## config.mk

```make
export PLATFORM = sky130hd
export DESIGN_NAME = uart_tx_flat
export DESIGN_NICKNAME = d
export VERILOG_FILES = /design/src/rtl/uart_tx_pkg.sv /design/src/rtl/uart_tx_if.sv /design/src/rtl/uart_tx_fifo.sv /design/src/rtl/uart_tx.sv /design/src/flat_wrapper.sv
export SDC_FILE = /design/constraint.sdc
export NUM_CORES = 1
export LEC_CHECK = 0
export CAP_MARGIN = 20
export CORE_MARGIN = 2
export CORE_UTILIZATION = 45
export CTS_CLUSTER_SIZE = 40
export DETAILED_ROUTE_END_ITERATION = 16
export PLACE_DENSITY = 0.59
export SYNTH_ARGS = -nofsm -noshare
export SYNTH_HDL_FRONTEND = slang
export SYNTH_SLANG_ARGS = --single-unit
```

## constraint.sdc

```tcl
create_clock -name Clk -period 2.55 [get_ports Clk]
set_input_delay 0.765 -clock Clk [delete_from_list [all_inputs] [get_ports Clk]]
set_output_delay 0.765 -clock Clk [all_outputs]
set_load 0.05 [all_outputs]
```

## src/rtl/uart_tx_pkg.sv

```systemverilog
// Shared UART definitions: baud defaults, FSM state encodings and frame geometry.
// The receive path imports the same package.
package uart_tx_pkg;

    localparam int unsigned BAUD_DIV_DEFAULT = 2603;
    localparam int unsigned CNT_W            = 13;
    localparam int unsigned DEPTH_DEFAULT    = 8;
    localparam int unsigned DATA_BITS        = 8;
    localparam int unsigned FRAME_BITS       = 10;

    typedef logic [DATA_BITS-1:0] byte_t;

    typedef enum logic [1:0] {
        IDLE  = 2'd0,
        START = 2'd1,
        DATA  = 2'd2,
        STOP  = 2'd3
    } tx_state_e;

endpackage

```

## src/rtl/uart_tx_if.sv

```systemverilog
// Host-side byte write port and line/status outputs of the UART transmitter.
interface uart_tx_if;
    import uart_tx_pkg::*;

    byte_t data_in;
    logic  WR;
    logic  TX;
    logic  busy;
    logic  full;
    logic  empty;

    modport master (
        output data_in, WR,
        input  TX, busy, full, empty
    );

    modport slave (
        input  data_in, WR,
        output TX, busy, full, empty
    );

endinterface

```

## src/rtl/uart_tx_fifo.sv

```systemverilog
// Synchronous byte FIFO feeding the transmitter; flags derive from the registered count.
module uart_tx_fifo
    import uart_tx_pkg::*;
#(
    parameter int unsigned DEPTH = DEPTH_DEFAULT
) (
    input  logic  Clk,
    input  logic  Reset,
    input  byte_t data_in,
    input  logic  WR,
    input  logic  RD,
    output byte_t data_out,
    output logic  full,
    output logic  empty
);

    localparam int unsigned PTR_W = $clog2(DEPTH);
    localparam int unsigned CW    = PTR_W + 1;

    byte_t            mem_q [DEPTH];
    logic [PTR_W-1:0] wr_ptr_q, wr_ptr_d;
    logic [PTR_W-1:0] rd_ptr_q, rd_ptr_d;
    logic [CW-1:0]    count_q,  count_d;
    logic             full_q,   full_d;
    logic             empty_q,  empty_d;
    logic             do_wr_c,  do_rd_c;

    // Writes are gated by the pre-pop full flag; pops by the registered empty flag.
    always_comb begin
        do_wr_c  = WR && !full_q;
        do_rd_c  = RD && !empty_q;
        wr_ptr_d = wr_ptr_q;
        rd_ptr_d = rd_ptr_q;
        count_d  = count_q;
        if (do_wr_c) begin
            wr_ptr_d = wr_ptr_q + PTR_W'(1);
        end
        if (do_rd_c) begin
            rd_ptr_d = rd_ptr_q + PTR_W'(1);
        end
        case ({do_wr_c, do_rd_c})
            2'b10:   count_d = count_q + CW'(1);
            2'b01:   count_d = count_q - CW'(1);
            default: count_d = count_q;
        endcase
        full_d  = (count_d == CW'(DEPTH));
        empty_d = (count_d == '0);
    end

    always_ff @(posedge Clk) begin
        if (Reset) begin
            wr_ptr_q <= '0;
            rd_ptr_q <= '0;
            count_q  <= '0;
            full_q   <= 1'b0;
            empty_q  <= 1'b1;
        end else begin
            wr_ptr_q <= wr_ptr_d;
            rd_ptr_q <= rd_ptr_d;
            count_q  <= count_d;
            full_q   <= full_d;
            empty_q  <= empty_d;
        end
    end

    // Storage needs no reset; stale entries are unreachable once pointers clear.
    always_ff @(posedge Clk) begin
        if (do_wr_c) begin
            mem_q[wr_ptr_q] <= data_in;
        end
    end

    assign data_out = mem_q[rd_ptr_q];
    assign full     = full_q;
    assign empty    = empty_q;

endmodule

```

## src/rtl/uart_tx.sv

```systemverilog
// UART 8N1 transmitter: byte FIFO, baud counter, shift register and frame FSM.
// TX and busy are registered from the current state, so the line lags the FSM by one cycle.
module uart_tx
    import uart_tx_pkg::*;
#(
    parameter int unsigned BAUD_DIV = BAUD_DIV_DEFAULT,
    parameter int unsigned DEPTH    = DEPTH_DEFAULT
) (
    input  logic     Clk,
    input  logic     Reset,
    uart_tx_if.slave bus
);

    localparam logic [CNT_W-1:0] BAUD_LAST = CNT_W'(BAUD_DIV - 1);
    localparam logic [2:0]       BIT_LAST  = 3'(DATA_BITS - 1);

    tx_state_e        state_q,   state_d;
    logic [CNT_W-1:0] cnt_q,     cnt_d;
    logic [2:0]       bit_idx_q, bit_idx_d;
    byte_t            shift_q,   shift_d;
    logic             tx_q,      tx_d;
    logic             busy_q,    busy_d;
    logic             baud_done_c;
    logic             fifo_rd_c;
    byte_t            fifo_dout;
    logic             fifo_full;
    logic             fifo_empty;

    uart_tx_fifo #(
        .DEPTH (DEPTH)
    ) u_fifo (
        .Clk      (Clk),
        .Reset    (Reset),
        .data_in  (bus.data_in),
        .WR       (bus.WR),
        .RD       (fifo_rd_c),
        .data_out (fifo_dout),
        .full     (fifo_full),
        .empty    (fifo_empty)
    );

    // Next-state, counter and shift logic; counter is held at zero while idle.
    always_comb begin
        state_d     = state_q;
        cnt_d       = cnt_q;
        bit_idx_d   = bit_idx_q;
        shift_d     = shift_q;
        fifo_rd_c   = 1'b0;
        baud_done_c = (cnt_q == BAUD_LAST);

        case (state_q)
            IDLE: begin
                cnt_d = '0;
                if (!fifo_empty) begin
                    fifo_rd_c = 1'b1;
                    shift_d   = fifo_dout;
                    state_d   = START;
                end
            end
            START: begin
                if (baud_done_c) begin
                    cnt_d     = '0;
                    bit_idx_d = '0;
                    state_d   = DATA;
                end else begin
                    cnt_d = cnt_q + CNT_W'(1);
                end
            end
            DATA: begin
                if (baud_done_c) begin
                    cnt_d     = '0;
                    shift_d   = {1'b0, shift_q[DATA_BITS-1:1]};
                    bit_idx_d = bit_idx_q + 3'(1);
                    if (bit_idx_q == BIT_LAST) begin
                        state_d = STOP;
                    end
                end else begin
                    cnt_d = cnt_q + CNT_W'(1);
                end
            end
            STOP: begin
                if (baud_done_c) begin
                    cnt_d   = '0;
                    state_d = IDLE;
                end else begin
                    cnt_d = cnt_q + CNT_W'(1);
                end
            end
            default: begin
                cnt_d   = '0;
                state_d = IDLE;
            end
        endcase

        case (state_q)
            START:   tx_d = 1'b0;
            DATA:    tx_d = shift_q[0];
            default: tx_d = 1'b1;
        endcase
        busy_d = (state_q != IDLE);
    end

    always_ff @(posedge Clk) begin
        if (Reset) begin
            state_q   <= IDLE;
            cnt_q     <= '0;
            bit_idx_q <= '0;
            shift_q   <= '0;
            tx_q      <= 1'b1;
            busy_q    <= 1'b0;
        end else begin
            state_q   <= state_d;
            cnt_q     <= cnt_d;
            bit_idx_q <= bit_idx_d;
            shift_q   <= shift_d;
            tx_q      <= tx_d;
            busy_q    <= busy_d;
        end
    end

    assign bus.TX    = tx_q;
    assign bus.busy  = busy_q;
    assign bus.full  = fifo_full;
    assign bus.empty = fifo_empty;

endmodule

```

## src/flat_wrapper.sv

```systemverilog
// flat-port wrapper written by rule: the top's interface ports become plain ports
module uart_tx_flat import uart_tx_pkg::*;
#(
    parameter int unsigned BAUD_DIV = BAUD_DIV_DEFAULT,
    parameter int unsigned DEPTH    = DEPTH_DEFAULT
)
  (Clk, Reset, bus_data_in, bus_WR, bus_TX, bus_busy, bus_full, bus_empty);
  uart_tx_if bus_i ();
  input  logic Clk;
  input  logic Reset;
  input wire logic [$bits(bus_i.data_in)-1:0] bus_data_in;
  input wire logic [$bits(bus_i.WR)-1:0] bus_WR;
  output wire logic [$bits(bus_i.TX)-1:0] bus_TX;
  output wire logic [$bits(bus_i.busy)-1:0] bus_busy;
  output wire logic [$bits(bus_i.full)-1:0] bus_full;
  output wire logic [$bits(bus_i.empty)-1:0] bus_empty;
  assign bus_i.data_in = bus_data_in;
  assign bus_i.WR = bus_WR;
  assign bus_TX = bus_i.TX;
  assign bus_busy = bus_i.busy;
  assign bus_full = bus_i.full;
  assign bus_empty = bus_i.empty;
  uart_tx #(.BAUD_DIV(BAUD_DIV), .DEPTH(DEPTH)) u_core (.Clk(Clk), .Reset(Reset), .bus(bus_i));
endmodule
```

==> flow_metrics.tcl, run 1 <==
set metrics [dict create \
    p_leak_nw 1.686 \
    synth_area_sq_um 4400 \
    synth_top_area_cell "edfxtp_1" \
    slew_violations 0 \
    ios 15 \
    nFillCells 852 \
    crit_fanout 4 \
    cts.path.max_buffers 2 \
    clockPowerShare_pct 20.9 \
    cp.arrival_ns 2.71 \
    grt_antenna_before_repair 0 \
    ant_nets 0 \
    die_w_um 102.9 \
    cts.sinks 107 \
    final_common_cell "edfxtp_1" \
    synth_top_area_share_pct 43.67 \
    status "complete, no violations" \
    critPathMaxStageDelay_ns 0.46 \
    swShare_pct 31.78 \
    p_switching_mw 1.488 \
    clock-root-buffer "clkbuf_8" \
    fin_ws_ns 0.1129 \
    yosys-top-cells-area "edfxtp_1 (44%), dfxtp_1 (20%), mux4_2 (8.2%)" \
    internal_power_mw 3.194 \
    grt_use_total_pct 16.22 \
    fin_crit_sh_pct 95.57 \
    drt_wl_total_mm 7.720 \
    p_per_area_nw_per_um2 942.6 \
    start_kind "primary input" \
    placed_cell_area_sq_um 4753 \
    drt-initial-drc-count 96 \
    grt_max_degree 22 \
    cts_buffers 9 \
    ys_seq_area_share_pct 63.24 \
    clkLatencyLatePin_ns 0.37 \
    dp_hpwl_mm 4.870 \
    drc 0 \
    die_y_um 102.9 \
    post_drt_wl_per_cell_um 15.98 \
    fin_nets 369 \
    slew_headroom_pct 59.10 \
    grt_pass1_wl_mm 12.48 \
    rsz0062_at_grt "false" \
    fmax_ghz 0.4103 \
    worstMarginPinSlew_ns 0.6126 \
    worstPathRequired_ns 2.83 \
    routed_via_density 5.130 \
    vias 2478 \
    die-area_sq_um 10590 \
    avgSynthCellArea_sq_um 13.88 \
    synth_edf_count 64 \
    path_class "primary input to flip-flop" \
    skew_ns 0.01056 \
    hold_violations 0 \
    place_worst_setup_slack_ns -0.2775 \
    maxCapViolCount 0 \
    fp.coreArea_sq_um 9639 \
    antennaDiodeCount 0 \
    async_reset_ff_share_pct 0 \
    cts_tree "done" \
    initial_core_util_pct 45.65 \
    grt_pass1_vias 2424 \
    synth_seq_cells 107 \
    ir_worst_vdd_mv 0.4375 \
    htree_levels 3 \
    io_buffers 14 \
    holdCritPathClass "flip-flop to flip-flop" \
    design_area_sq_um 4967 \
    synth_cell_type_count 44 \
    path_clk_slew_ns 0.09 \
    grt.overflow.total 0 \
    synth_flop_cell "edfxtp_1" \
    drive_gt1_share_pct 18.29 \
    syn_inst 317 \
    crit_chain "clkdlybuf4s50_1 -> nor2b_4 -> inv_2 -> ha_2 -> and4b_1 -> o22ai_1 -> a221oi_2 -> xnor2_2 -> nor4bb_1" \
    row_count 36 \
    areaGrowthSynthToFinish_pct 12.88 \
    yosysWarningCount 0 \
    finalCriticalPeriod_ns 2.437 \
    drtPass1Iterations 4 \
    syn_nets 341 \
    setup_viol 0 \
    end_kind "flip-flop" \
    power_frac_seq_pct 46.0 \
    globalplace.congestion 0.7525 \
    final_cell_mix "edfxtp_1 (64), nor2_1 (42), dfxtp_1 (41), buf_4 (18)" \
    crit_slowest_cell "clkdlybuf4s50_1" \
    pwr-share-comb_pct 33.1 \
]
[layer usage]
| metal | up-vias | routed length, um | GRT usage, % |
|---|---|---|---|
| met5 | - | 0 | 0 |
| met4 | 0 | 196 | 8.198 |
| met3 | 12 | 123 | 2.780 |
| met2 | 21 | 3619 | 24.73 |
| met1 | 1227 | 3782 | 22.50 |
| li1 | 1218 | - | - |
[worst max-delay path: cells and delay by family]
family / cells / cell delay [ns]
buf+inv: 2 / 0.52
xor+xnor: 1 / 0.14
fa+ha+maj: 1 / 0.19
compound gates: 2 / 0.41
simple gates: 3 / 0.71
[worst paths after layout]
check	start	to	slack, ns	cells past startpoint
max	bus_WR	u_core.u_fifo.full	0.11	9
min	u_core.cnt_q[0]	u_core.cnt_q[0]	0.46	1
max reg2reg	u_core.state_q[0]	u_core.u_fifo.full	0.22	10
min reg2reg	u_core.cnt_q[0]	u_core.cnt_q[0]	0.46	1
[power groups by stage]
stage	combinational, mW	clock (mW)	sequential [mW]
2_1_floorplan	1.10	0	2.24
3_3_place_gp	1.50	0	2.18
3_5_place_dp	1.51	0	2.19
4_1_cts	1.52	1.01	2.15
5_1_grt	1.72	1.08	2.18
6_report	1.55	0.976	2.15
[area by class of cell]
class	count	area, sq um	share of cell area (%)
clock inverters	5	35.03	0.7053
repair buffers	32	275.3	5.542
clock buffers	11	151.4	3.048
flip-flops and latches	107	2785	56.07
multi-input cells	188	1528	30.76
inverters	7	26.28	0.5290
well taps	133	166.4	3.350
[per-stage QoR]
stage / TNS (ns) / util [%] / std cells / hold WS [ns] / power [mW]
finish: 0 / 51.53 / 483 / 0.4633 / 4.682
global route: 0 / 51.53 / 483 / 0.4978 / 4.980
CTS: 0 / 51.25 / 482 / 0.4693 / 4.682
detailed placement: -0.6915 / 49.31 / 466 / 0.4473 / 3.699
global placement: -0.5437 / 49.31 / 466 / 0.4398 / 3.679
floorplan: 0 / - / 317 / 0.4297 / 3.339
[sequential cells by signal (all words and copies together) (netlist names), named ones only]
signal / cells
u_core.u_fifo.wr_ptr_q: 3
u_core.bus.TX: 1
u_core.u_fifo.full: 1
u_core.cnt_q: 13
u_core.u_fifo.count_q: 4
u_core.shift_q: 8
u_core.bus.busy: 1
u_core.u_fifo.rd_ptr_q: 3
u_core.u_fifo.empty: 1
u_core.bit_idx_q: 3
u_core.u_fifo.mem_q: 64
u_core.state_q: 2
[cell families after synthesis]
family                   share of synthesized area [%]
flip-flops                                       63.24
AND/OR/NAND/NOR                                  10.75
AO/OA/AOI/OAI                                    5.687
multiplexers                                     10.46
buffers and inverters                            2.587
XOR/XNOR                                         3.583
adder cells (fa/ha/maj)                          3.696
[what timing repair did]
action,in CTS,in global routing
hold endpoints to repair,0,0
setup endpoints to repair,0,2
resized for setup,0,5
hold buffers,0,0
setup buffers,0,1
[cells in the mapped netlist, types with 2 or more instances]
cell type and instances:
nor2_1 42, nor3_1 10, buf_6 2, and3_1 2, mux2i_1 10, a21oi_1 13, xnor2_1 10, clkbuf_1 6
o22ai_1 2, mux4_2 16, dfxtp_1 43, a32oi_1 2, clkinv_1 2, xor2_1 8, nand3_1 5, ha_1 13
nor3b_1 2, a22o_1 7, inv_1 4, nand2b_1 6, nand2_1 16, buf_2 4, buf_4 3, nor4bb_1 3
o21ai_0 4, edfxtp_1 64
Power figures use the tool's default switching activity.
==> run 2: changes to the inputs <==
CTS_CLUSTER_SIZE = 14   (was 40)
PLACE_DENSITY = 0.69   (was 0.59)
==> run 2 against run 1 <==
Routed wire length decreased by 3.7%. Final area rose by 0.28%. Global-route usage shrank 1.4 points. Sequential share of layout area fell by 0.18 points. Critical path depth unchanged. Critical path type unchanged. Clock power grew 7%. Highest routed layer unchanged. Largest cell class unchanged. Maximum frequency grew 0.83%. Sequential power hardly changed. Combinational power is essentially flat.
==> flow_metrics.tcl, run 2 (synthesis gave the netlist of run 1 again) <==
set metrics [dict create \
    largest-register "u_core.u_fifo.mem_q" \
    status "complete, no violations" \
    grt_antenna_before_repair 0 \
    use_met3_pct 2.305 \
    cp.arrival_ns 2.70 \
    placed_cell_area_sq_um 4747 \
    design_area_sq_um 4981 \
    slew_violations 0 \
    place_worst_setup_slack_ns -0.2648 \
    slew_headroom_pct 60.60 \
    worstPathRequired_ns 2.84 \
    hold_slack_ns 0.4745 \
    hp-start "u_core.cnt_q[0]" \
    vias 2504 \
    power_frac_seq_pct 45.8 \
    rrSetupSlack_ns 0.21 \
    fin_crit_sh_pct 94.79 \
    gr-usage-met1_pct 18.84 \
    clock-root-buffer "clkbuf_8" \
    hold_violations 0 \
    rsz0062_at_grt "false" \
    antennaDiodeCount 0 \
    finalCriticalPeriod_ns 2.417 \
    crit_fanout 4 \
    fin_nets 369 \
    ir_worst_vdd_mv 0.3473 \
    r2r_start "u_core.state_q[1]" \
    worst_r2r_endpoint "u_core.u_fifo.full" \
    clkLatencyLatePin_ns 0.38 \
    cts.sinks 107 \
    cts_tree "done" \
    setup_viol 0 \
    critPathMaxStageDelay_ns 0.45 \
    grt_busiest_layer "met2" \
    drive_gt1_share_pct 17.71 \
    fmax_ghz 0.4137 \
    fp.coreArea_sq_um 9639 \
    hold_path_end "u_core.cnt_q[0]" \
    skew_ns 0.01522 \
    internal_power_mw 3.168 \
    crit_family "simple AND/OR/NAND/NOR gates" \
    post_drt_wl_per_cell_um 15.40 \
    grt_max_degree 23 \
    holdCritPathClass "flip-flop to flip-flop" \
    grt.overflow.total 0 \
    htree_levels 3 \
    die-area_sq_um 10590 \
    met2_usage_pct 25.17 \
    reg2reg_depth 10 \
    drtPass1Iterations 4 \
    start_kind "primary input" \
    row_count 36 \
    grt_pass1_vias 2502 \
    swShare_pct 33.26 \
    grt_pass1_wl_mm 11.85 \
    areaGrowthSynthToFinish_pct 13.19 \
    reg.largest.list "u_core.u_fifo.mem_q: 64 flops, u_core.cnt_q: 13 flops, u_core.shift_q: 8 flops" \
    ant_nets 0 \
    p_switching_mw 1.579 \
    worst-path-buf-inv 2 \
    path_depth 9 \
    largest_reg_flops 64 \
    path_class "primary input to flip-flop" \
    cts_buffers 9 \
    maxCapViolCount 0 \
    routed_via_density 5.184 \
    die_y_um 102.9 \
    globalplace.congestion 0.7869 \
    worstMarginPinSlew_ns 0.5902 \
    dp_hpwl_mm 5.026 \
    crit_slowest_cell "clkdlybuf4s50_1" \
    p_leak_nw 1.693 \
    end_kind "flip-flop" \
    path_clk_slew_ns 0.11 \
    clockPowerShare_pct 22.0 \
    pwr-share-comb_pct 32.3 \
    die_w_um 102.9 \
    final_cell_mix "edfxtp_1 (64), nor2_1 (42), dfxtp_1 (42), buf_4 (18)" \
    drc 0 \
    initial_core_util_pct 45.65 \
    drt_wl_total_mm 7.438 \
    p_per_area_nw_per_um2 952.9 \
    hold_depth 1 \
    cts.path.max_buffers 2 \
    finalPower_mw 4.747 \
    ctsHoldBuffers 0 \
    ios 15 \
    crit_chain "clkdlybuf4s50_1 -> nor2b_4 -> inv_2 -> ha_2 -> and4b_1 -> o22ai_1 -> a221oi_2 -> xnor2_2 -> nor4bb_1" \
    io_buffers 14 \
    grt_use_total_pct 14.87 \
    fin_setup_tns_ns 0 \
    final_common_cell "edfxtp_1" \
    fin_ws_ns 0.1329 \
    drt-initial-drc-count 87 \
]
==> run 2: timing repair <==
action / 4_1_cts / 5_1_grt
setup buffers: 0 / 1
hold endpoints to repair: 0 / 0
endpoints found under the setup margin: 0 / 3
resized for setup: 0 / 4
==> run 2: how the worst max path moves through the flow <==
stage / from / endpoint / slack, ns
3_3_place_gp: bus_WR / u_core.u_fifo.empty / -0.21
3_5_place_dp: bus_WR / u_core.u_fifo.empty / -0.26
5_1_grt: u_core.state_q[1] / u_core.u_fifo.empty / 0.02
2_1_floorplan: u_core.u_fifo.empty / u_core.u_fifo.empty / 0.18
4_1_cts: u_core.state_q[0] / u_core.u_fifo.empty / 0.07
6_report: bus_WR / u_core.u_fifo.full / 0.13
==> run 2: stage by stage <==
| step | util, % | cells |
|---|---|---|
| 2_1_floorplan | - | 317 |
| 3_3_place_gp | 49.25 | 466 |
| 3_5_place_dp | 49.25 | 466 |
| 4_1_cts | 51.40 | 482 |
| 5_1_grt | 51.67 | 483 |
| 6_report | 51.67 | 483 |
==> run 2: per-layer routing <==
metal	vias up	share of wire (%)	wire length, um
li1	1227	-	-
met1	1234	45	3341
met2	34	51	3770
met3	9	2.9	219
met4	0	1.4	107
met5	-	0	0
==> run 2: power by group through the flow <==
stage	Combinational [mW]	Sequential (mW)	Clock (mW)
after floorplan	1.10	2.24	0
after global placement	1.44	2.20	0
after detailed placement	1.49	2.20	0
after CTS	1.49	2.17	1.07
after global routing	1.69	2.19	1.13
final	1.53	2.17	1.04
==> run 2: final cells by class <==
cell class / instances / area (sq um)
multi-input combinational: 188 / 1521
clock buffer: 9 / 123.9
tap: 133 / 166.4
clock inverter: 7 / 83.83
fill: 848 / 4658
sequential: 107 / 2784
inverter: 7 / 26.28
timing repair buffer: 32 / 275.3
